$ cat src/rtl/video_layer_compositor_pkg.sv
// Shared types and helpers for the video layer compositor: layer blend modes,
// the default SOLID colour and a per-channel half-intensity blend.
package video_comp_pkg;

   typedef enum logic [1:0] {
      MODE_OPAQUE = 2'b00,
      MODE_HALF   = 2'b01,
      MODE_INVERT = 2'b10,
      MODE_SOLID  = 2'b11
   } layer_mode_t;

   localparam logic [23:0] DEF_TEST_COLOR = 24'hFF7700;

   // Widest pixel the blend helper handles (three 32-bit channels).
   localparam int MAX_PIX_W = 96;

   // Per channel (a_c>>1)+(b_c>>1); each half is < 2^(ch_w-1), so no carry escapes.
   function automatic logic [MAX_PIX_W-1:0] half_blend(input logic [MAX_PIX_W-1:0] a,
                                                       input logic [MAX_PIX_W-1:0] b,
                                                       input int ch_w);
      logic [MAX_PIX_W-1:0] mask;
      logic [MAX_PIX_W-1:0] a_c;
      logic [MAX_PIX_W-1:0] b_c;
      logic [MAX_PIX_W-1:0] res;
      mask = {MAX_PIX_W{1'b1}} >> (MAX_PIX_W - ch_w);
      res  = '0;
      for (int c = 0; c < 3; c++) begin
         a_c = (a >> (c * ch_w)) & mask;
         b_c = (b >> (c * ch_w)) & mask;
         res = res | ((((a_c >> 1) + (b_c >> 1)) & mask) << (c * ch_w));
      end
      return res;
   endfunction

endpackage

$ cat src/rtl/video_layer_compositor_if.sv
// Pixel, sideband and configuration bus between the video sources and the compositor.
// valid_in qualifies one pixel per cycle; there is no ready: the compositor always accepts.
interface video_comp_if #(
   parameter int NUM_BG     = 4,
   parameter int NUM_LAYERS = 3,
   parameter int PIXEL_W    = 24,
   parameter int SB_W       = 3
);
   import video_comp_pkg::*;

   localparam int BG_SEL_W = $clog2(NUM_BG);

   logic                        valid_in;
   logic                        new_frame_in;
   logic [NUM_BG*PIXEL_W-1:0]   bg_pixels_in;
   logic [NUM_LAYERS*PIXEL_W-1:0] layer_pixels_in;
   logic [NUM_LAYERS-1:0]       layer_hit_in;
   logic [SB_W-1:0]             sideband_in;
   logic                        cfg_wr_in;
   logic [BG_SEL_W-1:0]         cfg_bg_sel_in;
   logic [NUM_LAYERS-1:0]       cfg_layer_en_in;
   logic [2*NUM_LAYERS-1:0]     cfg_layer_mode_in;
   logic [PIXEL_W-1:0]          pixel_out;
   logic [SB_W-1:0]             sideband_out;
   logic                        valid_out;
   logic                        cfg_pending_out;

   modport master (
      output valid_in, new_frame_in, bg_pixels_in, layer_pixels_in, layer_hit_in,
             sideband_in, cfg_wr_in, cfg_bg_sel_in, cfg_layer_en_in, cfg_layer_mode_in,
      input  pixel_out, sideband_out, valid_out, cfg_pending_out
   );

   modport slave (
      input  valid_in, new_frame_in, bg_pixels_in, layer_pixels_in, layer_hit_in,
             sideband_in, cfg_wr_in, cfg_bg_sel_in, cfg_layer_en_in, cfg_layer_mode_in,
      output pixel_out, sideband_out, valid_out, cfg_pending_out
   );

endinterface

$ cat src/rtl/video_layer_compositor_layer_blend.sv
// One overlay layer: combines the colour beneath with this layer's colour
// according to its blend mode when the layer covers the pixel.
module layer_blend
   import video_comp_pkg::*;
#(
   parameter int                 PIXEL_W    = 24,
   parameter logic [PIXEL_W-1:0] TEST_COLOR = PIXEL_W'(DEF_TEST_COLOR)
) (
   input  logic [PIXEL_W-1:0] i_under,
   input  logic [PIXEL_W-1:0] i_layer,
   input  logic               i_hit,
   input  layer_mode_t        i_mode,
   output logic [PIXEL_W-1:0] o_under
);

   localparam int CH_W = PIXEL_W / 3;

   always_comb begin
      o_under = i_under;
      if (i_hit) begin
         case (i_mode)
            MODE_OPAQUE: o_under = i_layer;
            MODE_HALF:   o_under = PIXEL_W'(half_blend(MAX_PIX_W'(i_under),
                                                       MAX_PIX_W'(i_layer), CH_W));
            MODE_INVERT: o_under = ~i_under;
            MODE_SOLID:  o_under = TEST_COLOR;
            default:     o_under = i_under;
         endcase
      end
   end

endmodule

$ cat src/rtl/video_layer_compositor.sv
// Two-stage pixel compositor: background select, then a priority chain of overlay
// layers. Configuration is double-buffered and swapped on the first valid pixel of a frame.
module video_layer_compositor
   import video_comp_pkg::*;
#(
   parameter int                 NUM_BG     = 4,
   parameter int                 NUM_LAYERS = 3,
   parameter int                 PIXEL_W    = 24,
   parameter int                 SB_W       = 3,
   parameter logic [PIXEL_W-1:0] TEST_COLOR = PIXEL_W'(DEF_TEST_COLOR)
) (
   input logic        clk_in,
   input logic        rst_in,
   video_comp_if.slave bus
);

   localparam int BG_SEL_W = $clog2(NUM_BG);

   logic [BG_SEL_W-1:0]       r_pend_bg_sel, r_act_bg_sel;
   logic [NUM_LAYERS-1:0]     r_pend_en, r_act_en;
   logic [2*NUM_LAYERS-1:0]   r_pend_mode, r_act_mode;
   logic                      r_cfg_pending;

   logic                      w_apply;
   logic [BG_SEL_W-1:0]       w_eff_bg_sel;
   logic [NUM_LAYERS-1:0]     w_eff_en;
   logic [2*NUM_LAYERS-1:0]   w_eff_mode;
   logic [PIXEL_W-1:0]        w_bg;

   logic [PIXEL_W-1:0]            r_s1_bg;
   logic [NUM_LAYERS*PIXEL_W-1:0] r_s1_layers;
   logic [NUM_LAYERS-1:0]         r_s1_hit;
   logic [2*NUM_LAYERS-1:0]       r_s1_mode;
   logic [SB_W-1:0]               r_s1_sb;
   logic                          r_s1_valid;

   logic [PIXEL_W-1:0]        w_under [NUM_LAYERS+1];
   logic [PIXEL_W-1:0]        r_s2_pix;
   logic [SB_W-1:0]           r_s2_sb;
   logic                      r_s2_valid;

   // The frame's first pixel already sees the pending set, so the swap is seamless.
   assign w_apply      = bus.valid_in & bus.new_frame_in & r_cfg_pending;
   assign w_eff_bg_sel = w_apply ? r_pend_bg_sel : r_act_bg_sel;
   assign w_eff_en     = w_apply ? r_pend_en     : r_act_en;
   assign w_eff_mode   = w_apply ? r_pend_mode   : r_act_mode;

   always_ff @(posedge clk_in) begin
      if (rst_in) begin
         r_pend_bg_sel <= '0;
         r_pend_en     <= '0;
         r_pend_mode   <= '0;
         r_act_bg_sel  <= '0;
         r_act_en      <= '0;
         r_act_mode    <= '0;
         r_cfg_pending <= 1'b0;
      end else begin
         if (w_apply) begin
            r_act_bg_sel <= r_pend_bg_sel;
            r_act_en     <= r_pend_en;
            r_act_mode   <= r_pend_mode;
         end
         if (bus.cfg_wr_in) begin
            r_pend_bg_sel <= bus.cfg_bg_sel_in;
            r_pend_en     <= bus.cfg_layer_en_in;
            r_pend_mode   <= bus.cfg_layer_mode_in;
            r_cfg_pending <= 1'b1;
         end else if (w_apply) begin
            r_cfg_pending <= 1'b0;
         end
      end
   end

   // Selects that name no source fall back to source 0.
   always_comb begin
      w_bg = bus.bg_pixels_in[0 +: PIXEL_W];
      for (int k = 1; k < NUM_BG; k++) begin
         if (w_eff_bg_sel == BG_SEL_W'(k)) w_bg = bus.bg_pixels_in[k*PIXEL_W +: PIXEL_W];
      end
   end

   always_ff @(posedge clk_in) begin
      if (rst_in) begin
         r_s1_bg     <= '0;
         r_s1_layers <= '0;
         r_s1_hit    <= '0;
         r_s1_mode   <= '0;
         r_s1_sb     <= '0;
         r_s1_valid  <= 1'b0;
      end else begin
         r_s1_bg     <= w_bg;
         r_s1_layers <= bus.layer_pixels_in;
         r_s1_hit    <= bus.layer_hit_in & w_eff_en;
         r_s1_mode   <= w_eff_mode;
         r_s1_sb     <= bus.sideband_in;
         r_s1_valid  <= bus.valid_in;
      end
   end

   assign w_under[0] = r_s1_bg;

   for (genvar i = 0; i < NUM_LAYERS; i++) begin : g_layer
      layer_blend #(
         .PIXEL_W    (PIXEL_W),
         .TEST_COLOR (TEST_COLOR)
      ) u_blend (
         .i_under (w_under[i]),
         .i_layer (r_s1_layers[i*PIXEL_W +: PIXEL_W]),
         .i_hit   (r_s1_hit[i]),
         .i_mode  (layer_mode_t'(r_s1_mode[2*i +: 2])),
         .o_under (w_under[i+1])
      );
   end

   always_ff @(posedge clk_in) begin
      if (rst_in) begin
         r_s2_pix   <= '0;
         r_s2_sb    <= '0;
         r_s2_valid <= 1'b0;
      end else begin
         r_s2_pix   <= w_under[NUM_LAYERS];
         r_s2_sb    <= r_s1_sb;
         r_s2_valid <= r_s1_valid;
      end
   end

   // Syncs keep flowing during blanking; only the colour is blanked.
   assign bus.pixel_out       = r_s2_valid ? r_s2_pix : '0;
   assign bus.sideband_out    = r_s2_sb;
   assign bus.valid_out       = r_s2_valid;
   assign bus.cfg_pending_out = r_cfg_pending;

endmodule

$ cat src/flat_wrapper.sv
// flat-port wrapper written by rule: the top's interface ports become plain ports
module video_layer_compositor_flat import video_comp_pkg::*;
#(
   parameter int                 NUM_BG     = 4,
   parameter int                 NUM_LAYERS = 3,
   parameter int                 PIXEL_W    = 24,
   parameter int                 SB_W       = 3,
   parameter logic [PIXEL_W-1:0] TEST_COLOR = PIXEL_W'(DEF_TEST_COLOR)
)
  (clk_in, rst_in, bus_valid_in, bus_new_frame_in, bus_bg_pixels_in, bus_layer_pixels_in, bus_layer_hit_in, bus_sideband_in, bus_cfg_wr_in, bus_cfg_bg_sel_in, bus_cfg_layer_en_in, bus_cfg_layer_mode_in, bus_pixel_out, bus_sideband_out, bus_valid_out, bus_cfg_pending_out);
  video_comp_if #(.NUM_BG(NUM_BG), .NUM_LAYERS(NUM_LAYERS), .PIXEL_W(PIXEL_W), .SB_W(SB_W)) bus_i ();
  input logic clk_in;
  input logic rst_in;
  input wire logic [$bits(bus_i.valid_in)-1:0] bus_valid_in;
  input wire logic [$bits(bus_i.new_frame_in)-1:0] bus_new_frame_in;
  input wire logic [$bits(bus_i.bg_pixels_in)-1:0] bus_bg_pixels_in;
  input wire logic [$bits(bus_i.layer_pixels_in)-1:0] bus_layer_pixels_in;
  input wire logic [$bits(bus_i.layer_hit_in)-1:0] bus_layer_hit_in;
  input wire logic [$bits(bus_i.sideband_in)-1:0] bus_sideband_in;
  input wire logic [$bits(bus_i.cfg_wr_in)-1:0] bus_cfg_wr_in;
  input wire logic [$bits(bus_i.cfg_bg_sel_in)-1:0] bus_cfg_bg_sel_in;
  input wire logic [$bits(bus_i.cfg_layer_en_in)-1:0] bus_cfg_layer_en_in;
  input wire logic [$bits(bus_i.cfg_layer_mode_in)-1:0] bus_cfg_layer_mode_in;
  output wire logic [$bits(bus_i.pixel_out)-1:0] bus_pixel_out;
  output wire logic [$bits(bus_i.sideband_out)-1:0] bus_sideband_out;
  output wire logic [$bits(bus_i.valid_out)-1:0] bus_valid_out;
  output wire logic [$bits(bus_i.cfg_pending_out)-1:0] bus_cfg_pending_out;
  assign bus_i.valid_in = bus_valid_in;
  assign bus_i.new_frame_in = bus_new_frame_in;
  assign bus_i.bg_pixels_in = bus_bg_pixels_in;
  assign bus_i.layer_pixels_in = bus_layer_pixels_in;
  assign bus_i.layer_hit_in = bus_layer_hit_in;
  assign bus_i.sideband_in = bus_sideband_in;
  assign bus_i.cfg_wr_in = bus_cfg_wr_in;
  assign bus_i.cfg_bg_sel_in = bus_cfg_bg_sel_in;
  assign bus_i.cfg_layer_en_in = bus_cfg_layer_en_in;
  assign bus_i.cfg_layer_mode_in = bus_cfg_layer_mode_in;
  assign bus_pixel_out = bus_i.pixel_out;
  assign bus_sideband_out = bus_i.sideband_out;
  assign bus_valid_out = bus_i.valid_out;
  assign bus_cfg_pending_out = bus_i.cfg_pending_out;
  video_layer_compositor #(.NUM_BG(NUM_BG), .NUM_LAYERS(NUM_LAYERS), .PIXEL_W(PIXEL_W), .SB_W(SB_W), .TEST_COLOR(TEST_COLOR)) u_core (.clk_in(clk_in), .rst_in(rst_in), .bus(bus_i));
endmodule
$ cat config.mk
export PLATFORM = sky130hd
export DESIGN_NAME = video_layer_compositor_flat
export DESIGN_NICKNAME = d
export VERILOG_FILES = /design/src/rtl/video_layer_compositor_pkg.sv /design/src/rtl/video_layer_compositor_if.sv /design/src/rtl/video_layer_compositor_layer_blend.sv /design/src/rtl/video_layer_compositor.sv /design/src/flat_wrapper.sv
export SDC_FILE = /design/constraint.sdc
export NUM_CORES = 1
export LEC_CHECK = 0
export CORE_MARGIN = 1.5
export CORE_UTILIZATION = 47
export CTS_CLUSTER_DIAMETER = 100
export DETAILED_ROUTE_END_ITERATION = 10
export HOLD_SLACK_MARGIN = 0.05
export PLACE_DENSITY_LB_ADDON = 0.1
export SLEW_MARGIN = 10
export SYNTH_ARGS = -nofsm -noshare
export SYNTH_HDL_FRONTEND = slang
export SYNTH_HIERARCHICAL = 1
export SYNTH_SLANG_ARGS = --single-unit
$ cat constraint.sdc
create_clock -name clk_in -period 4.2 [get_ports clk_in]
set_input_delay 0.63 -clock clk_in [delete_from_list [all_inputs] [get_ports clk_in]]
set_output_delay 0.63 -clock clk_in [all_outputs]
set_load 0.01 [all_outputs]
==> run summary <==
In the final routed layout, each cell accounts on average for 17.53 µm. The count of pins on the block boundary is between 200 and 250. The most used flip-flop cell after synthesis is sky130_fd_sc_hd__dfxtp_1.

The root buffer cell chosen for the clock tree is sky130_fd_sc_hd__clkbuf_16. The layout net count is approximately 1.8k. The remaining antenna violation count after routing came out at 0.

No sink is reached through more buffers than the 2 on the longest clock path. The clock-pin transition on the worst setup and hold timing paths is approximately 0.080 ns. The maximum clock rate is 0.2312 GHz.

The number of buffers and inverters on the critical path is 2. STA puts the critical path data required time at roughly 4.5 ns. The area of the placeable core is approximately 22,000 µm².

The die covers roughly 23,000 µm². On the critical path the largest part of the delay comes from compound AO/OA/AOI/OAI gates. The synthesis warning total came out at 6. The final wirelength is roughly 32 mm. The count of fill cells added during filler insertion is between 1.5k and 2k. The y dimension of the die is 152.1 µm.

The top-area cell type share of the netlist area is between 20 and 30%. The final critical-path required period is 4.325 ns. After legalization and detailed placement, the total HPWL measured between 20 and 25 mm. The total leakage power is just under 0.006 µW. Clock skew on the completed layout was measured at between 0.01 and 0.015 ns.

The delay of the slowest cell on the worst path is approximately 0.38 ns. The number of global-route vias before repair is 9,902. The number of pins with negative max-slew slack in the final report came out at 0. The number of standard-cell rows in the floorplan is 54. The async set or reset register ratio after synthesis is 0%. The first routing iteration left 530 violations.

The worst-skew pair later-pin latency is between 0.4 and 0.5 ns. In this run, CTS created clock tree buffers numbering 17. In this run the mean area of a mapped cell was roughly 8.5 µm². The number of nets in the synthesized netlist came out at about 1.5k. The final reports fail on negative setup slack. The final setup slack of the worst path is -0.1252 ns. The routed layout has between 10k and 15k vias. The worst setup path is of the register to register kind. The effective utilization at floorplan is between 40% and 50%. The number of storage elements in the synthesis netlist is around 150. The cell type of the slowest stage on the worst timing path is sky130_fd_sc_hd__or3_1. The wire length of the first global-routing pass came out at roughly 49 mm.

TritonCTS built the clock tree. The H-tree was split into 4 levels. The highest net fanout along the worst path came out at 4. The setup-violating endpoint count in the final report came out at 4. The worst setup path is captured at a register. The run finished, with violations left. The number of port buffers came out at 218.

The synthesized netlist occupies a cell area of roughly 10,000 µm². By area the synthesized netlist is led by sky130_fd_sc_hd__dfxtp_1 (29%), sky130_fd_sc_hd__mux2i_1 (9.0%), sky130_fd_sc_hd__nor2b_1 (7.7%), sky130_fd_sc_hd__ha_1 (7.5%), sky130_fd_sc_hd__nor2_1 (4.0%). The floorplan die width is between 150 and 200 µm.

The total count of hold-check failures in the final report came out at 0. The total global routing overflow is 0. The number of maximum-capacitance constraint violations came out at 0. The number of enable-type register cells in the synthesized netlist is 0. The number of antenna violations at the first check in global routing is 0. Walking the worst path, the cells encountered are ha_4 -> fa_2 -> a211oi_2 -> nor3b_2 -> buf_4 -> mux2_2 -> o21ai_1 -> a21oi_2 -> ha_4 -> buf_4 -> nor4b_1 -> o31ai_1 -> nand3_1 -> ha_1 -> or3_1 -> a31o_1 -> nor2b_1. The number of remaining DRC errors is 0. The kind of launch point of the worst setup path is a register. The detailed-router iteration count before antenna repair is 5. The sequential share of the synthesized area is just under 30%. The cell with the most instances after synthesis is sky130_fd_sc_hd__dfxtp_1.

The total power divided by cell area came out at 279.2 nW/µm². The end-of-flow core utilization came out at 68.52%. The path class of the lowest-slack min-delay path is register to register. The CTS sink count came out at approximately 150. The data arrival time of the critical path is 4.65 ns.

The final weighted congestion in routability-driven placement came out at between 0.9 and 1. In the finished design, the share of the clock period the worst path needs comes to 103.0%. In the final layout, the share of cells above drive strength 1 is 22.37%. Prior to clock tree synthesis, the placed netlist has a worst setup slack of -0.2465 ns. The layout-stage area growth over the synthesis result is 43.06%. Of all cell types, the one taking the most synthesized area is sky130_fd_sc_hd__dfxtp_1. The worst relative slew slack came out at 36.45%. Across every metal layer, demand over resource in global routing totals between 20 and 30%.

The count of cell types in the netlist is 72. VDD sags by at most roughly 0.18 mV. The detail-routed via count per cell came out at ~5.6.

By count the netlist is led by sky130_fd_sc_hd__dfxtp_1 (154), sky130_fd_sc_hd__nor2b_1 (128), sky130_fd_sc_hd__nor2_1 (112). For the pin with the worst max-slew slack, the measured transition is roughly 0.95 ns. The number of buffers inserted by hold repair at cts came out at 0. The synthesized instance count is about 1.2k.

Entering global routing, the biggest net connects between 70 and 80 pins. Setup repair after global routing could not meet its margin everywhere.
==> path summary, 6_finish.rpt <==
path                                             end             startpoint  slack [ns]  depth (start not counted)
worst max-delay path              u_core/r_s2_pix[5]  u_core/r_s1_layers[1]       -0.13                         17
worst min-delay path            u_core/bus.valid_out      u_core/r_s1_valid        0.44                          1
worst max register to register    u_core/r_s2_pix[5]  u_core/r_s1_layers[1]       -0.13                         17
worst min register to register  u_core/bus.valid_out      u_core/r_s1_valid        0.44                          1
==> routing by layer <==
layer | routed length (µm) | GRT usage (%) | up-vias
li1 | - | - | 5026
met5 | 0 | 0 | -
met2 | 15380 | 44.24 | 315
met3 | 1780 | 5.347 | 59
met1 | 13900 | 32.45 | 4859
met4 | 823 | 9.246 | 0
==> area by class of cell <==
cell class	count	area, µm²	area share (%)
antenna	1	2.502	0.01673
clock inverter	15	191.4	1.280
multi-input combinational	966	7490	50.09
sequential	154	3094	20.69
inverter	27	103.9	0.6945
clock buffer	17	425.4	2.845
timing repair buffer	359	3296	22.04
tap	280	350.3	2.343
==> power breakdown <==
part           leakage (µW)  internal, µW  total, µW  switching (µW)
Combinational       0.00421           562       1000             442
Clock              0.000300           812       1570             756
Sequential          0.00128          1540       1600            62.7
==> stage by stage <==
step | cells | hold slack, ns | setup TNS, ns | cell area, µm² | total power [µW]
6_report | 1819 | 0.4406 | -0.3984 | 14950 | 4175
5_1_grt | 1818 | 0.4657 | -1.815 | 14950 | 4347
4_1_cts | 1813 | 0.4419 | -0.1962 | 14470 | 4113
3_5_place_dp | 1762 | 0.4220 | -1.955 | 13500 | 2501
3_3_place_gp | 1762 | 0.4189 | -0.9500 | 13500 | 2485
2_1_floorplan | 1223 | 0.4138 | -0.01397 | 10470 | 2095
==> cell families (layout without fill, tap and decap cells) <==
kind of cell	count (synthesis)	count (layout)	share of synthesized area [%]
other	0	1	0
XOR/XNOR	14	14	1.173
AND/OR/NAND/NOR	444	444	23.28
buffers and inverters	103	418	5.075
flip-flops	154	154	29.49
adder cells (fa/ha/maj)	72	72	9.265
AO/OA/AOI/OAI	324	324	20.52
multiplexers	112	112	11.19
==> placed cells by master, fill, tap and decap left out, types with 7 or more instances in the layout <==
cell type / count
sky130_fd_sc_hd__clkdlybuf4s50_1: 217
sky130_fd_sc_hd__nand3_1: 22
sky130_fd_sc_hd__o21ai_2: 13
sky130_fd_sc_hd__nor3_2: 21
sky130_fd_sc_hd__a21oi_1: 69
sky130_fd_sc_hd__buf_4: 136
sky130_fd_sc_hd__o221ai_1: 22
sky130_fd_sc_hd__mux2_4: 7
sky130_fd_sc_hd__inv_1: 26
sky130_fd_sc_hd__nor3_1: 11
sky130_fd_sc_hd__a31oi_1: 16
sky130_fd_sc_hd__mux2_2: 10
sky130_fd_sc_hd__a211o_1: 7
sky130_fd_sc_hd__dfxtp_1: 145
sky130_fd_sc_hd__nand2b_1: 15
sky130_fd_sc_hd__nor2b_1: 127
sky130_fd_sc_hd__a211oi_2: 9
sky130_fd_sc_hd__a211oi_1: 7
sky130_fd_sc_hd__o211ai_1: 10
sky130_fd_sc_hd__ha_1: 38
sky130_fd_sc_hd__o21ai_1: 9
sky130_fd_sc_hd__o22ai_1: 31
sky130_fd_sc_hd__nor2_1: 111
sky130_fd_sc_hd__o21ai_0: 39
sky130_fd_sc_hd__fa_2: 9
sky130_fd_sc_hd__ha_4: 19
sky130_fd_sc_hd__nand2_1: 59
sky130_fd_sc_hd__o21bai_1: 7
sky130_fd_sc_hd__and2_1: 30
sky130_fd_sc_hd__a21oi_2: 12
sky130_fd_sc_hd__mux2i_1: 93
sky130_fd_sc_hd__clkbuf_16: 17
sky130_fd_sc_hd__o21a_1: 13
sky130_fd_sc_hd__dfxtp_2: 9
==> worst reg2reg max path: stages, from the launching register on <==
cell and delay, ns:
sky130_fd_sc_hd__dfxtp_2 0.34, sky130_fd_sc_hd__ha_4 0.16, sky130_fd_sc_hd__fa_2 0.36, sky130_fd_sc_hd__a211oi_2 0.33
sky130_fd_sc_hd__nor3b_2 0.10, sky130_fd_sc_hd__buf_4 0.15, sky130_fd_sc_hd__mux2_2 0.21, sky130_fd_sc_hd__o21ai_1 0.09
sky130_fd_sc_hd__a21oi_2 0.34, sky130_fd_sc_hd__ha_4 0.28, sky130_fd_sc_hd__buf_4 0.14, sky130_fd_sc_hd__nor4b_1 0.14
sky130_fd_sc_hd__o31ai_1 0.33, sky130_fd_sc_hd__nand3_1 0.20, sky130_fd_sc_hd__ha_1 0.34, sky130_fd_sc_hd__or3_1 0.38
sky130_fd_sc_hd__a31o_1 0.20, sky130_fd_sc_hd__nor2b_1 0.12
==> sequential cells by signal, summed over array words and instances, names as in the netlist, 2 cells and up <==
name                     flops
u_core/r_act_bg_sel          2
u_core/r_pend_mode           6
u_core/r_pend_bg_sel         2
u_core/r_s1_mode             6
u_core/r_s2_pix             24
u_core/r_s1_sb               3
u_core/r_s1_layers          72
u_core/r_s1_hit              3
u_core/bus.sideband_out      3
u_core/r_act_en              3
u_core/r_s1_bg              24
u_core/r_pend_en             3
==> what timing repair did <==
item / in CTS / in global routing
buffers inserted: 19 / 6
gates resized for setup: 53 / 89
endpoints found under the setup margin: 19 / 19
pin swaps: 27 / 62
Note: power is estimated with default switching activity, not from simulation.
